$ cat src/rtl/tt_sweep_capture.sv
// -----------------------------------------------------------------------------
// tt_sweep_capture
//
// Sweep-and-capture stage around a 3-input combinational gate block. A start
// request drives the eight {a,b,c} combinations in ascending order. Each
// vector is held for SETTLE cycles, then the gate output is sampled into an
// 8-bit truth table. At the end of the sweep the table is compared against
// EXP_TT.
//
// Parameters:
//   SETTLE       cycles each vector is held before sampling (1..15)
//   EXP_TT       expected truth table, bit i = output for {a,b,c} == i
//
// Ports:
//   clk          clock, rising edge
//   rst_n        asynchronous active-low reset
//   start        sweep request, only honoured in IDLE
//   dut_a/b/c    registered drive to the gate block (a = index bit 2)
//   dut_y        gate block output, sampled in SAMPLE (not synchronised)
//   busy         high while a sweep is in progress (APPLY/SAMPLE)
//   done         one-cycle pulse in the DONE cycle
//   pass         truth_table == EXP_TT, valid from done to next accepted start
//   truth_table  captured table
//   mismatch_cnt popcount(truth_table ^ EXP_TT)
//   sweep_cnt    completed sweeps, saturating at 255
//   sticky_fail  set by any failing sweep until reset
//
// Optional feature macro: TT_SWEEP_STICKY_FAIL_EN
//   defined   -> sticky_fail is a flop set on every failing DONE cycle
//   undefined -> sticky_fail is tied to 0
// -----------------------------------------------------------------------------
module tt_sweep_capture #(
  parameter int unsigned SETTLE = 2,
  parameter logic [7:0]  EXP_TT = 8'h14
) (
  input  logic       clk,
  input  logic       rst_n,
  input  logic       start,
  output logic       dut_a,
  output logic       dut_b,
  output logic       dut_c,
  input  logic       dut_y,
  output logic       busy,
  output logic       done,
  output logic       pass,
  output logic [7:0] truth_table,
  output logic [3:0] mismatch_cnt,
  output logic [7:0] sweep_cnt,
  output logic       sticky_fail
);

  typedef enum logic [1:0] {
    S_IDLE   = 2'd0,
    S_APPLY  = 2'd1,
    S_SAMPLE = 2'd2,
    S_DONE   = 2'd3
  } state_e;

  // The settle counter counts down SETTLE-1 .. 0, giving SETTLE APPLY cycles.
  localparam logic [3:0] SETTLE_LOAD = 4'(SETTLE - 1);

  function automatic logic [3:0] popcount8(input logic [7:0] v);
    logic [3:0] n;
    n = 4'd0;
    for (int i = 0; i < 8; i++) begin
      n = n + {3'd0, v[i]};
    end
    return n;
  endfunction

  state_e     state_q, state_d;
  logic [2:0] idx_q, idx_d;
  logic [3:0] cnt_q, cnt_d;
  logic [2:0] drv_q, drv_d;
  logic       busy_q, busy_d;
  logic       done_q, done_d;
  logic       pass_q, pass_d;
  logic [7:0] tt_q, tt_d;
  logic [3:0] mm_q, mm_d;
  logic [7:0] sweep_q, sweep_d;

  // Next-state and next-output logic. Every output is registered, so the
  // DONE-cycle results are computed on the SAMPLE->DONE transition and are
  // therefore visible together with the done pulse.
  always_comb begin
    state_d = state_q;
    idx_d   = idx_q;
    cnt_d   = cnt_q;
    drv_d   = drv_q;
    busy_d  = busy_q;
    done_d  = 1'b0;
    pass_d  = pass_q;
    tt_d    = tt_q;
    mm_d    = mm_q;
    sweep_d = sweep_q;
    case (state_q)
      S_IDLE: begin
        if (start) begin
          state_d = S_APPLY;
          idx_d   = 3'd0;
          drv_d   = 3'd0;
          cnt_d   = SETTLE_LOAD;
          busy_d  = 1'b1;
          tt_d    = 8'h00;
          pass_d  = 1'b0;
          mm_d    = 4'd0;
        end else begin
          state_d = S_IDLE;
        end
      end
      S_APPLY: begin
        if (cnt_q == 4'd0) begin
          state_d = S_SAMPLE;
        end else begin
          cnt_d = cnt_q - 4'd1;
        end
      end
      S_SAMPLE: begin
        tt_d[idx_q] = dut_y;
        if (idx_q == 3'd7) begin
          state_d = S_DONE;
          busy_d  = 1'b0;
          done_d  = 1'b1;
          drv_d   = 3'd0;
          pass_d  = (tt_d == EXP_TT);
          mm_d    = popcount8(tt_d ^ EXP_TT);
          sweep_d = (sweep_q == 8'd255) ? 8'd255 : sweep_q + 8'd1;
        end else begin
          state_d = S_APPLY;
          idx_d   = idx_q + 3'd1;
          drv_d   = idx_q + 3'd1;
          cnt_d   = SETTLE_LOAD;
        end
      end
      S_DONE: begin
        state_d = S_IDLE;
      end
      default: begin
        state_d = S_IDLE;
        busy_d  = 1'b0;
        drv_d   = 3'd0;
      end
    endcase
  end

  // State and output registers.
  always_ff @(posedge clk or negedge rst_n) begin
    if (!rst_n) begin
      state_q <= S_IDLE;
      idx_q   <= 3'd0;
      cnt_q   <= 4'd0;
      drv_q   <= 3'd0;
      busy_q  <= 1'b0;
      done_q  <= 1'b0;
      pass_q  <= 1'b0;
      tt_q    <= 8'h00;
      mm_q    <= 4'd0;
      sweep_q <= 8'd0;
    end else begin
      state_q <= state_d;
      idx_q   <= idx_d;
      cnt_q   <= cnt_d;
      drv_q   <= drv_d;
      busy_q  <= busy_d;
      done_q  <= done_d;
      pass_q  <= pass_d;
      tt_q    <= tt_d;
      mm_q    <= mm_d;
      sweep_q <= sweep_d;
    end
  end

`ifdef TT_SWEEP_STICKY_FAIL_EN
  logic sticky_q;
  logic sticky_set_s;

  // A failing sweep is one whose DONE cycle presents pass == 0.
  assign sticky_set_s = done_d & ~pass_d;

  // Sticky failure flag, cleared only by reset.
  always_ff @(posedge clk or negedge rst_n) begin
    if (!rst_n) begin
      sticky_q <= 1'b0;
    end else if (sticky_set_s) begin
      sticky_q <= 1'b1;
    end else begin
      sticky_q <= sticky_q;
    end
  end

  assign sticky_fail = sticky_q;
`else
  assign sticky_fail = 1'b0;
`endif

  assign dut_a        = drv_q[2];
  assign dut_b        = drv_q[1];
  assign dut_c        = drv_q[0];
  assign busy         = busy_q;
  assign done         = done_q;
  assign pass         = pass_q;
  assign truth_table  = tt_q;
  assign mismatch_cnt = mm_q;
  assign sweep_cnt    = sweep_q;

endmodule

$ cat config.mk
export PLATFORM = sky130hd
export DESIGN_NAME = tt_sweep_capture
export DESIGN_NICKNAME = d
export VERILOG_FILES = /design/src/rtl/tt_sweep_capture.sv
export SDC_FILE = /design/constraint.sdc
export NUM_CORES = 1
export LEC_CHECK = 0
export ABC_AREA = 1
export CAP_MARGIN = 0
export CELL_PAD_IN_SITES_DETAIL_PLACEMENT = 1
export CELL_PAD_IN_SITES_GLOBAL_PLACEMENT = 1
export CORE_ASPECT_RATIO = 0.75
export CORE_MARGIN = 2
export CORE_UTILIZATION = 39
export DETAILED_ROUTE_END_ITERATION = 8
export PLACE_DENSITY = 0.74
export REMOVE_ABC_BUFFERS = 1
export SKIP_LAST_GASP = 1
export SLEW_MARGIN = 20
export SYNTH_ARGS = -nofsm -noshare
export SYNTH_HDL_FRONTEND = slang
export SYNTH_SLANG_ARGS = --single-unit
$ cat constraint.sdc
create_clock -name clk -period 3.84 [get_ports clk]
set_input_delay 1.152 -clock clk [delete_from_list [all_inputs] [get_ports clk]]
set_output_delay 1.152 -clock clk [all_outputs]
set_load 0.03 [all_outputs]
# Word level (Yosys, flattened, before mapping)
# Cells that the tools add are included.
# Widths: inputs -> output; s select.
[op_classes]
n_addsub = 10
n_lt_le_gt_ge = 2
n_eq_ne = 11
n_mux = 30
bitwise_logic = 1
reduce_logical = 10
[ops]
columns = ["cell", "n"]
rows = [
  ["$mux 4", 5],
  ["$add 4x1->4", 4],
  ["$mux 8", 2],
  ["$pmux 8 s2", 1],
  ["$pmux 3 s2", 2],
  ["$pmux 4 s3", 1],
  ["$ne 2x2->1 const B", 5],
  ["$mux 3", 3],
  ["$add 8x1->8 const B", 1],
  ["$bwmux 8", 1],
  ["$eq 8x5->1 const B", 1],
  ["$eq 8x8->1 const B", 1],
  ["$mux 1", 8],
  ["$pmux 2 s4", 1],
  ["$pmux 4 s2", 1],
  ["$reduce_and 3->1", 2],
  ["$add 3x1->4", 1],
  ["$eq 2x2->1 const B", 2],
  ["$logic_not 4->1", 1],
  ["$lt 3x4->1 const B", 1],
  ["$mux 2", 2],
  ["$pmux 1 s2", 2],
  ["$reduce_and 2->1", 2],
  ["$reduce_and 4->1", 1],
  ["other kinds (13)", 13],
]
[totals]
register_bits = 35
inputBits = 4

# Depth between registers and ports, before layout
[logic_depth]
depth_word = 14
ltp_mapped = 14
ltp_nobuf = 13

# Worst setup path after synthesis
# OpenSTA, ideal clock, no wires.
[synth_path]
kind = "input-to-reg"
from = "in dut_y"
to = "reg mm_q[2], in the netlist mismatch_cnt[2]"
t_arrival_ns = 3.854
required_time_ns = 3.745
setup_slack_ns = -0.109
path_stages = 10
cell_sequence = "o21ai_0 > fa_1 > fa_1 > fa_1 > inv_1 > ha_1 > inv_1 > fa_1 > xor2_1 > o31ai_1"
[synth_between]
elab_chain_len = 10
[synth_lines]
columns = ["element", "line", "source"]
rows = [
  ["start: declaration", "42", "input logic dut_y,"],
  ["$bwmux 8 (*)", "119", "tt_d[idx_q] = dut_y;"],
  ["$add 1x1->2 or $not 2->2 (tied branches)", "--", ""],
  ["$add 2x1->3", "66", "n = n + {3'd0, v[i]};"],
  ["$add 3x1->4", "66", ""],
  ["$add 4x1->4 (3 in a row)", "66", ""],
  ["$add 4x1->4 (*)", "66", ""],
  ["$mux 4 (*)", "120", "if (idx_q == 3'd7) begin"],
  ["$pmux 4 s2 (*)", "96", "case (state_q)"],
  ["end signal: assignment", "168", "mm_q <= mm_d;"],
  ["end: declaration", "79", "logic [3:0] mm_q, mm_d;"],
]
# Every way passes the cells marked *; elsewhere a longest branch is shown, timed or not. The select of a mux whose other input is x is not followed.
# A chain may end at the register's enable or synchronous reset.

# Worst setup path after layout
[layout_path]
from = "in dut_y"
to = "reg mm_q[1], in the netlist mismatch_cnt[1]"
# The elaborated chain is that of the path after synthesis.

==> run summary <==
CTS tree - done
Crit path cell chain - clkbuf_4 -> inv_1 -> nand4_1 -> nand2_2 -> fa_1 -> fa_1 -> fa_1 -> inv_1 -> ha_1 -> inv_1 -> fa_2 -> o31ai_1
Initial DRC Count - 67
Avg Cell Area, Syn - 8.40 µm²
Crit path setup slack, layout - 0.0881 ns
CP top delay family - adder cells
Peak VDD IR - 0.000389 V
Pre-CTS setup slack - -0.758 ns
Clk pwr share - 0.139
Kind of critical path - in2reg
Hold Vio Cnt, Final - 0
# DRC - 0
Via density per instance - 5.08
Area delta synth->final - 27.4%
Final core occ - 0.531
Grt ovf - 0
Final WL - 4.81 mm
CTS sink count - 35
Final Cell Area - 2430 µm²
First-pass GRT wire length - 8.41 mm
Sw power - 874 µW
Largest stage delay, worst path - 0.49 ns
Register area share after synthesis - 0.459
Max clock buf depth - 2
Vias post-DR - 1,670
Tightest Pin Transition - 0.563 ns
Logic gate share of total power - 0.593
Core area - 4570 µm²
Fraction of layout cells with a size suffix above 1 - 0.103
Initial core utilization - 0.417
Final HPWL DP - 3.44 mm
Die Ht - 64.6 µm
Leakage - 0.00125 µW
Worst clock skew - 0.00683 ns
Slowest cell on crit path - fa_1
DRT Pass-1 Iters - 4
Crit path DAT - 3.94 ns
Nets - 288
Clock root buffer - clkbuf_8
Status - completed
Antenna violations before repair - 0
Post-route minimum period - 3.75 ns
Synthesized area - 1910 µm²
Setup violators final - 0
Synth Instances - 227
Rows - 21
Cts hold-fix bufs - 0
Sequential share of power - 0.268
Max Fclk - 0.267 GHz
Cell variety after synth - 25
Htree depth - 2
CP bufs+invs - 4
Yosys reg bits - 35
Startpoint Class - primary input
Max Cap Viol - 0
Sw Ratio - 0.457
Die W - 84.7 µm
GRT Resource Usage Total - 0.194
IO Count - 31
Slew margin rel. - 0.623
Crit Path Max Fanout - 6
Vias in the first global route - 1,783
R2R setup slack - 0.32 ns
Clock Latency Late Sink - 0.29 ns
Worst EP required - 4.03 ns
Placed cell areas - 2320 µm²
Diode count - 0
I/O Buffers - 29
DR WL/cell - 14.6 µm
Final Max Slew Viols - 0
Number of buffers created by CTS - 5
Critical Path End Type - register
Post-DRT Antenna Nets - 0
Clock slew at reported path FFs - 0.08 ns
Cell Int Power - 1040 µW
Largest net degree at the start of global routing - 36
Path category of the worst min-delay check - reg2reg
GPL Wtd Cong - 0.816
Total die area - 5470 µm²
Yosys warns - 0
Worst hold margin - 0.472 ns
P per Cell Area - 788 nW/µm²
Filler instances - 567
Tcrit/Tclk final - 0.977
-- power groups by stage --
| stage | clock network, µW | logic, µW | registers (µW) |
|---|---|---|---|
| after floorplan | 0 | 617 | 608 |
| after global placement | 0 | 1050 | 518 |
| after detailed placement | 0 | 1090 | 521 |
| after CTS | 276 | 1110 | 514 |
| after global routing | 294 | 1310 | 525 |
| final | 266 | 1130 | 512 |
-- worst register-to-register path: cells and delay by family (launching register included) --
family | cells | cell delay, ns
and+or+nand+nor | 2 | 0.25
AOI/OAI and AO/OA | 2 | 0.32
buffers and inverters | 3 | 0.30
DFF | 1 | 0.48
adders and majority gates | 5 | 2.08
-- stage by stage --
step | setup TNS [ns] | std cells | total power [µW]
2_1_floorplan | -0.183 | 223 | 1230
3_3_place_gp | -1.74 | 319 | 1570
3_5_place_dp | -2.00 | 319 | 1610
4_1_cts | 0 | 328 | 1900
5_1_grt | -0.000182 | 329 | 2130
6_report | 0 | 329 | 1910
-- cells in the final DEF, fill, tap and decap left out, types with 4 or more instances in the layout --
cell | netlist | routed
buf_4 | 2 | 12
inv_1 | 32 | 32
nand3_1 | 26 | 26
clkdlybuf4s50_1 | 0 | 28
o21ai_0 | 6 | 4
ha_1 | 9 | 9
a21oi_1 | 5 | 5
nand2_1 | 62 | 61
o22ai_1 | 8 | 8
nand4_1 | 6 | 6
nor2_1 | 9 | 9
xor2_1 | 5 | 5
dfrtp_1 | 35 | 35
clkbuf_8 | 0 | 5
-- layer usage --
layer	GRT usage	vias up	routed length, µm
li1	-	822	-
met4	0.0417	0	29
met3	0.0446	5	197
met1	0.261	810	2330
met2	0.323	33	2250
met5	0	-	0
-- sequential cells by signal, summed over array words and instances, names as in the netlist --
register and cells:
state_q 2, drv_q 3, pass 1, truth_table 8, busy 1, sweep_cnt 8, idx_q 3, mismatch_cnt 4
done 1, cnt_q 4
-- timing repair --
action | in CTS | in global routing
resized for setup | 6 | 5
pin swaps | 3 | 3
endpoints found under the setup margin | 2 | 2
setup buffers | 1 | 1
cloned | 0 | 0
-- kinds of logic after synthesis --
kind of cell,Yosys count,synth area share
xor+xnor,6,0.0276
fa+ha+maj,13,0.101
compound gates,27,0.0827
buf+inv,38,0.0801
simple gates,107,0.247
flops,35,0.459
other cells,1,0.00197
-- path summary, 6_finish.rpt --
check,to,cells past startpoint,from
setup reg to reg,mismatch_cnt[1],12,idx_q[0]
hold / removal,cnt_q[0],1,cnt_q[0]
setup / recovery,mismatch_cnt[1],12,dut_y
max in group asynchronous,truth_table[3],2,rst_n
hold reg to reg,cnt_q[0],1,cnt_q[0]
min in group asynchronous,truth_table[2],2,rst_n
-- synth_stat cells, drive strengths merged --
cell type | number | area share
a21o | 1 | 0.0039
a21oi | 5 | 0.013
buf | 4 | 0.013
conb | 1 | 0.0020
dfrtp | 35 | 0.46
fa | 4 | 0.042
ha | 9 | 0.059
inv | 34 | 0.067
nand2 | 62 | 0.12
nand3 | 27 | 0.077
nand3b | 1 | 0.0039
nand4 | 6 | 0.020
nor2 | 10 | 0.021
o21a | 1 | 0.0039
o21ai | 9 | 0.024
o22ai | 8 | 0.026
o31ai | 3 | 0.012
or2 | 1 | 0.0033
xnor2 | 1 | 0.0046
xor2 | 5 | 0.023
-- final cells by class --
class / count / area, µm² / area share
sequential: 35 / 876 / 0.361
clock buffer: 6 / 72.6 / 0.0299
tap: 57 / 71.3 / 0.0294
multi-input combinational: 154 / 891 / 0.367
timing repair buffer: 41 / 378 / 0.156
clock inverter: 2 / 12.5 / 0.00515
inverter: 34 / 128 / 0.0526
Power figures use the tool's default switching activity.
